File: src/rtl/vga_fb_arbiter.sv
// vga_fb_arbiter: shares one single-port pixel RAM between VGA scan-out,
// a full-framebuffer clear engine and an external pixel writer.
module vga_fb_arbiter #(
  parameter int FB_W       = 160,
  parameter int FB_H       = 120,
  parameter int SCALE_LOG2 = 2,
  parameter int ADDR_W     = 15
) (
  input  logic              clk_25,
  input  logic              reset,
  input  logic [9:0]        counter_x,
  input  logic [9:0]        counter_y,
  input  logic              in_display_area,
  output logic [2:0]        pixel,
  output logic [ADDR_W-1:0] ram_addr,
  output logic              ram_we,
  output logic [2:0]        ram_wdata,
  input  logic [2:0]        ram_rdata,
  input  logic              wr_req,
  input  logic [ADDR_W-1:0] wr_addr,
  input  logic [2:0]        wr_data,
  output logic              wr_ready,
  input  logic              clear_start,
  input  logic [2:0]        clear_color,
  output logic              clear_busy,
  output logic              clear_done
);

  localparam int FB_SIZE = FB_W * FB_H;
  localparam logic [ADDR_W-1:0] LAST = ADDR_W'(FB_SIZE - 1);
  localparam logic [ADDR_W:0] SIZE = (ADDR_W + 1)'(FB_SIZE);

  typedef enum logic {
    S_IDLE,
    S_CLEAR
  } state_t;

  state_t            state_q;
  logic [ADDR_W-1:0] cnt_q;
  logic [2:0]        col_q;
  logic              busy_q;
  logic              done_q;

  logic              disp_q1;
  logic              slot_q1;
  logic [2:0]        pixel_q;

  logic              slot;
  logic [9:0]        fb_x;
  logic [9:0]        fb_y;
  logic [ADDR_W-1:0] scan_addr;
  logic              wr_in_range;

  // One fetch per framebuffer pixel: the first screen column of each block.
  assign slot = in_display_area
             && (counter_x[SCALE_LOG2-1:0] == '0);

  assign fb_x = counter_x >> SCALE_LOG2;
  assign fb_y = counter_y >> SCALE_LOG2;

  assign scan_addr = ADDR_W'(fb_y) * ADDR_W'(FB_W)
                   + ADDR_W'(fb_x);

  assign wr_in_range = ({1'b0, wr_addr} < SIZE);

  // Port grant: scan-out, then clear engine, then writer.
  always_comb begin
    ram_addr  = '0;
    ram_we    = 1'b0;
    ram_wdata = '0;
    wr_ready  = 1'b0;
    if (!reset) begin
      if (slot) begin
        ram_addr = scan_addr;
      end else if (state_q == S_CLEAR) begin
        ram_we    = 1'b1;
        ram_addr  = cnt_q;
        ram_wdata = col_q;
      end else begin
        wr_ready = 1'b1;
        if (wr_req && wr_in_range) begin
          ram_we    = 1'b1;
          ram_addr  = wr_addr;
          ram_wdata = wr_data;
        end
      end
    end
  end

  // Clear engine: walks every address once, stalling on display slots.
  always_ff @(posedge clk_25) begin
    if (reset) begin
      state_q <= S_IDLE;
      cnt_q   <= '0;
      col_q   <= '0;
      busy_q  <= 1'b0;
      done_q  <= 1'b0;
    end else begin
      done_q <= 1'b0;
      case (state_q)
        S_IDLE: begin
          if (clear_start) begin
            state_q <= S_CLEAR;
            col_q   <= clear_color;
            cnt_q   <= '0;
            busy_q  <= 1'b1;
          end
        end
        S_CLEAR: begin
          if (!slot) begin
            if (cnt_q == LAST) begin
              state_q <= S_IDLE;
              cnt_q   <= '0;
              busy_q  <= 1'b0;
              done_q  <= 1'b1;
            end else begin
              cnt_q <= cnt_q + 1'b1;
            end
          end
        end
        default: state_q <= S_IDLE;
      endcase
    end
  end

  // Pixel pipeline: latch RAM data the cycle after a fetch, hold across
  // the block, blank outside the visible area.
  always_ff @(posedge clk_25) begin
    if (reset) begin
      disp_q1 <= 1'b0;
      slot_q1 <= 1'b0;
      pixel_q <= '0;
    end else begin
      disp_q1 <= in_display_area;
      slot_q1 <= slot;
      if (slot_q1) begin
        pixel_q <= ram_rdata;
      end else if (!disp_q1) begin
        pixel_q <= '0;
      end
    end
  end

  assign pixel      = pixel_q;
  assign clear_busy = busy_q;
  assign clear_done = done_q;

endmodule
File: config.mk
export PLATFORM = sky130hd
export DESIGN_NAME = vga_fb_arbiter
export DESIGN_NICKNAME = d
export VERILOG_FILES = /design/src/rtl/vga_fb_arbiter.sv
export SDC_FILE = /design/constraint.sdc
export NUM_CORES = 1
export LEC_CHECK = 0
export CORE_MARGIN = 3
export CORE_UTILIZATION = 49
export DETAILED_ROUTE_END_ITERATION = 16
export PLACE_DENSITY = 0.85
export SLEW_MARGIN = 15
export SYNTH_ARGS = -nofsm -noshare
export SYNTH_HDL_FRONTEND = slang
export SYNTH_SLANG_ARGS = --single-unit
export TNS_END_PERCENT = 5
File: constraint.sdc
create_clock -name clk_25 -period 5.7 [get_ports clk_25]
set_input_delay 1.14 -clock clk_25 [delete_from_list [all_inputs] [get_ports clk_25]]
set_output_delay 1.14 -clock clk_25 [all_outputs]
set_load 0.01 [all_outputs]
; After elaboration in Yosys (flattened, before gate mapping)
; Cells that the tools add are included.
[word_totals]
in_bits = 49
output_inout_bits = 25
reg_bits = 26
elab_cells = 55
[op_classes]
n_reduce_logical = 7
eq_ne = 5
bitwise = 1
n_lt_le_gt_ge = 1
mul = 1
mux = 30
add_sub_neg = 2
[op_table]
columns = op, n
row1 = 2-to-1 mux 15 bit, 7
row2 = case mux 15 bit (2 select lines), 1
row3 = 2-to-1 mux 3 bit, 6
row4 = adder 15 x 1 -> 15 bit (second input constant), 1
row5 = adder 15 x 8 -> 15 bit, 1
row6 = == test 15 bit (second input constant), 1
row7 = < comparator 15 bit (second input constant), 1
row8 = 2-to-1 mux 1 bit, 14
row9 = multiplier 8 x 3 -> 10 bit (second input constant), 1
row10 = inequality test 2 x 1 -> 1 bit (second input constant), 2
row11 = inequality test 2 bit (second input constant), 2
row12 = case mux 1 bit (2 select lines), 2
row13 = AND reduction 2 bit, 2
row14 = AND reduction 3 bit, 1
row15 = OR reduction 3 bit, 1
row16 = logical AND 1 bit, 2
row17 = logical NOT 2 bit, 1
row18 = inverter 1 bit, 1

; Longest topological paths before layout
[depth]
depth_word = 6
ltp_mapped = 10
mapped_depth_nobuf = 10

; Worst setup path after synthesis
; Ideal clock, no wire load.
[synth_timing]
kind = in2out
from = input port counter_y[3]
to = output port ram_addr[14]
required_ns = 4.560
setup_slack_ns = 1.540
path_buffers = 0
arrival_time_ns = 3.020
cell_stages = 9
cell_sequence = ha_1 ha_1 inv_1 fa_1 nand2b_1 nor3_1 nand4_1 xnor2_1 o22ai_1
[synth_via]
elab_chain_cells = 4
[synth_rtl]
columns = item, line
row1 = "start, declared", 12  ; input logic [9:0] counter_y,
row2 = multiplier 8 x 3 -> 10 bit, 61  ; assign scan_addr = ADDR_W'(fb_y) * ADDR_W'(FB_W)
row3 = adder 15 x 8 -> 15 bit, 62  ; + ADDR_W'(fb_x);
row4 = 2-to-1 mux 15 bit, 73  ; if (slot) begin
row5 = 2-to-1 mux 15 bit, 72  ; if (!reset) begin
row6 = "end, declared", 15  ; output logic [ADDR_W-1:0] ram_addr,
; Every way passes these cells.

; Final worst setup path
; Ends and elaborated chain as after synthesis.

==> impl_metrics.csv <==
group,metric,value,unit
drt,ant_nets,0,
yosys,syn_nets,312,
sta,worst_slew_pin_slew,921,ps
sta,finalSetupViolCount,0,
die,die_x,70.8,um
clock_tree,clk_pin_slew,90,ps
placed_design,dp_hpwl,4170,um
yosys,synth_area,2060,um2
die,dieArea,5020,um2
clock_tree,numCtsBuffers,3,
sta,tns,0,ps
clock_tree,cts_max_level,1,
worst_hold_path,hp-class,"flip-flop to flip-flop",
sta,relSlewSlack,0.382,
sta,hold_viol,0,
global_route,grt_usage,0.197,
yosys,yosys_warnings,0,
finish,diodes,0,
clock_tree,cts_setup_buffers,0,
yosys,synth_edf_count,0,
drt,wire_per_inst,14.3,um
global_route,antenna_found_initial,0,
sta,fin_crit_sh,0.955,
sta,slew_violations,0,
drt,drt-pass1-iter-count,4,
yosys,synth-seq-area-share,0.253,
die,rows,22,
global_route,grt_max_degree,18,
finish,fin_cells,362,
yosys,async_flop_share,0,
drt,wirelength,5190,um
drt,drc,0,
finish,syn_to_final_growth,39.5,%
power,p_leak,1.14,nW
drt,vias,2006,
critical_path,critical_path.startpoint_type,"primary input",
placed_design,port_buffers,71,
power,cellPowerDensity,178,nW/um2
die,initial_utilization,0.534,
clock_tree,clockRootBuffer,"clkbuf_8",
finish,nNetsFinal,382,
yosys,ys.flop_type,"dfxtp_1",
die,core_area,3850,um2
die,die_y,70.8,um
yosys,ys_ff_latch,26,
placed_design,gp_congestion,0.847,
critical_path,endpoint_kind,"primary output",
clock_tree,cts_tree,"yes",
critical_path,path_max_fanout,3,
global_route,grt_pass1_wl,8240,um
sta,max_clock_freq,184,MHz
sta,fin_crit,5440,ps
finish,drive_gt1_frac,0.0414,
critical_path,crit_required,4560,ps
clock_tree,cts_hold_buf,0,
flow_run,drv_cap,0,
power,vdd_ir_drop_max,0.130,mV
sta,skew,1.44,ps
drt,drt_iter0_drc,142,
drt,vias_per_cell,5.54,
clock_tree,clk_latency,270,ps
yosys,synth_cells,245,
clock_tree,cts.repair.resized,0,
global_route,overflow,0,
die,io_pins,74,
critical_path,worst-setup-path-type,"primary input to primary output",
sta,grt_setup_unrepaired,"no",
status,status,"complete, no violations",
clock_tree,clockBufferDepth,2,
global_route,first_global_vias,1779,
clock_tree,cts_sinks,26,
yosys,syn_area_per_cell,8.41,um2
critical_path,cp.arrival,4300,ps
yosys,synth_cell_type_count,48,
placed_design,place_inst,358,
## metal layers
metal  part of all wire  vias to the layer above  routed length [um]  GRT usage
li1                   -                     1019                   -          -
met1               0.50                      930                2580      0.288
met3              0.042                        4                 220     0.0384
met5                  0                        -                   0          0
met2               0.46                       53                2370      0.297
met4             0.0042                        0                  22     0.0522
## placed cells by master (no fill, tap or decap), types with 6 or more instances in the layout
cell type and instances:
a21oi_1 6, clkdlybuf4s50_1 71, dfxtp_1 26, ha_1 16, inv_1 10, mux2i_1 17
nand2_1 18, nor2_1 40, nor2b_1 7, nor3_1 6, o22ai_1 8, xnor2_1 11
xor2_1 10
## layout make-up
type	count	area, um2
Multi-Input combinational cell	200	1450
Timing Repair Buffer	73	726
Sequential cell	26	520
Clock inverter	1	30.0
Fill cell	316	981
Clock buffer	3	41.3
Inverter	11	41.3
Tap cell	48	60.1
## logic make-up after synthesis
| group | count (synthesis) | synth area share |
|---|---|---|
| xor+xnor | 21 | 0.0893 |
| mux | 17 | 0.0826 |
| buf+inv | 19 | 0.0413 |
| flops | 26 | 0.253 |
| simple gates | 98 | 0.250 |
| compound gates | 46 | 0.167 |
| fa+ha+maj | 18 | 0.117 |
## path summary, 6_finish.rpt
check	start	to	slack, ps	cells past startpoint
min	col_q[2]	col_q[2]	510	2
max reg2reg	state_q	cnt_q[9]	3620	7
min reg2reg	col_q[2]	col_q[2]	510	2
max	counter_y[3]	ram_addr[14]	260	12
## through the flow
step	setup WS, ps	cell area [um2]	power, mW	hold WS [ps]	utilization
after floorplan	1540	2060	0.293	460	-
after global placement	354	2800	0.358	486	0.727
after detailed placement	278	2800	0.362	495	0.727
after CTS	256	2870	0.514	516	0.745
after global routing	73.7	2870	0.537	547	0.745
final	259	2870	0.511	510	0.745
## critical path, cell delays in order
cell             delay (ps)
clkdlybuf4s50_1         480
ha_1                    310
ha_1                    170
inv_1                    60
fa_1                    410
xnor2_1                 250
nand2b_1                110
nor3_1                  310
nand4_1                 170
xnor2_1                 160
o22ai_1                 150
clkdlybuf4s50_1         570
## state kept, by name, summed over array words and instances, names as in the netlist
signal      flops
slot_q1         1
state_q         1
disp_q1         1
col_q           3
clear_busy      1
pixel           3
cnt_q          15
clear_done      1
## where the power goes
| group | switching, mW | leakage (nW) | internal, mW |
|---|---|---|---|
| registers | 0.00432 | 0.211 | 0.185 |
| logic | 0.0780 | 0.889 | 0.0915 |
| clock network | 0.0576 | 0.0357 | 0.0940 |
## synth_stat cells, types with 2 or more instances
cell	number	area share
nand2_1	18	0.033
clkbuf_1	2	0.0036
dfxtp_1	26	0.25
inv_1	10	0.018
nand4_1	3	0.0091
o22ai_1	8	0.024
nor2b_1	7	0.021
fa_1	2	0.019
a31oi_1	2	0.0061
a21oi_1	6	0.015
nor2_1	40	0.073
a21o_1	4	0.015
buf_2	5	0.012
a211oi_1	5	0.018
nand3_1	5	0.012
a222oi_1	5	0.024
xor2_1	10	0.043
and3_1	3	0.0091
nor3_1	6	0.015
o21ai_0	5	0.012
nand2b_1	4	0.012
mux2i_1	17	0.083
and2_1	2	0.0061
ha_1	16	0.097
xnor2_1	11	0.047
No activity file was read; power rests on OpenSTA's default activity.
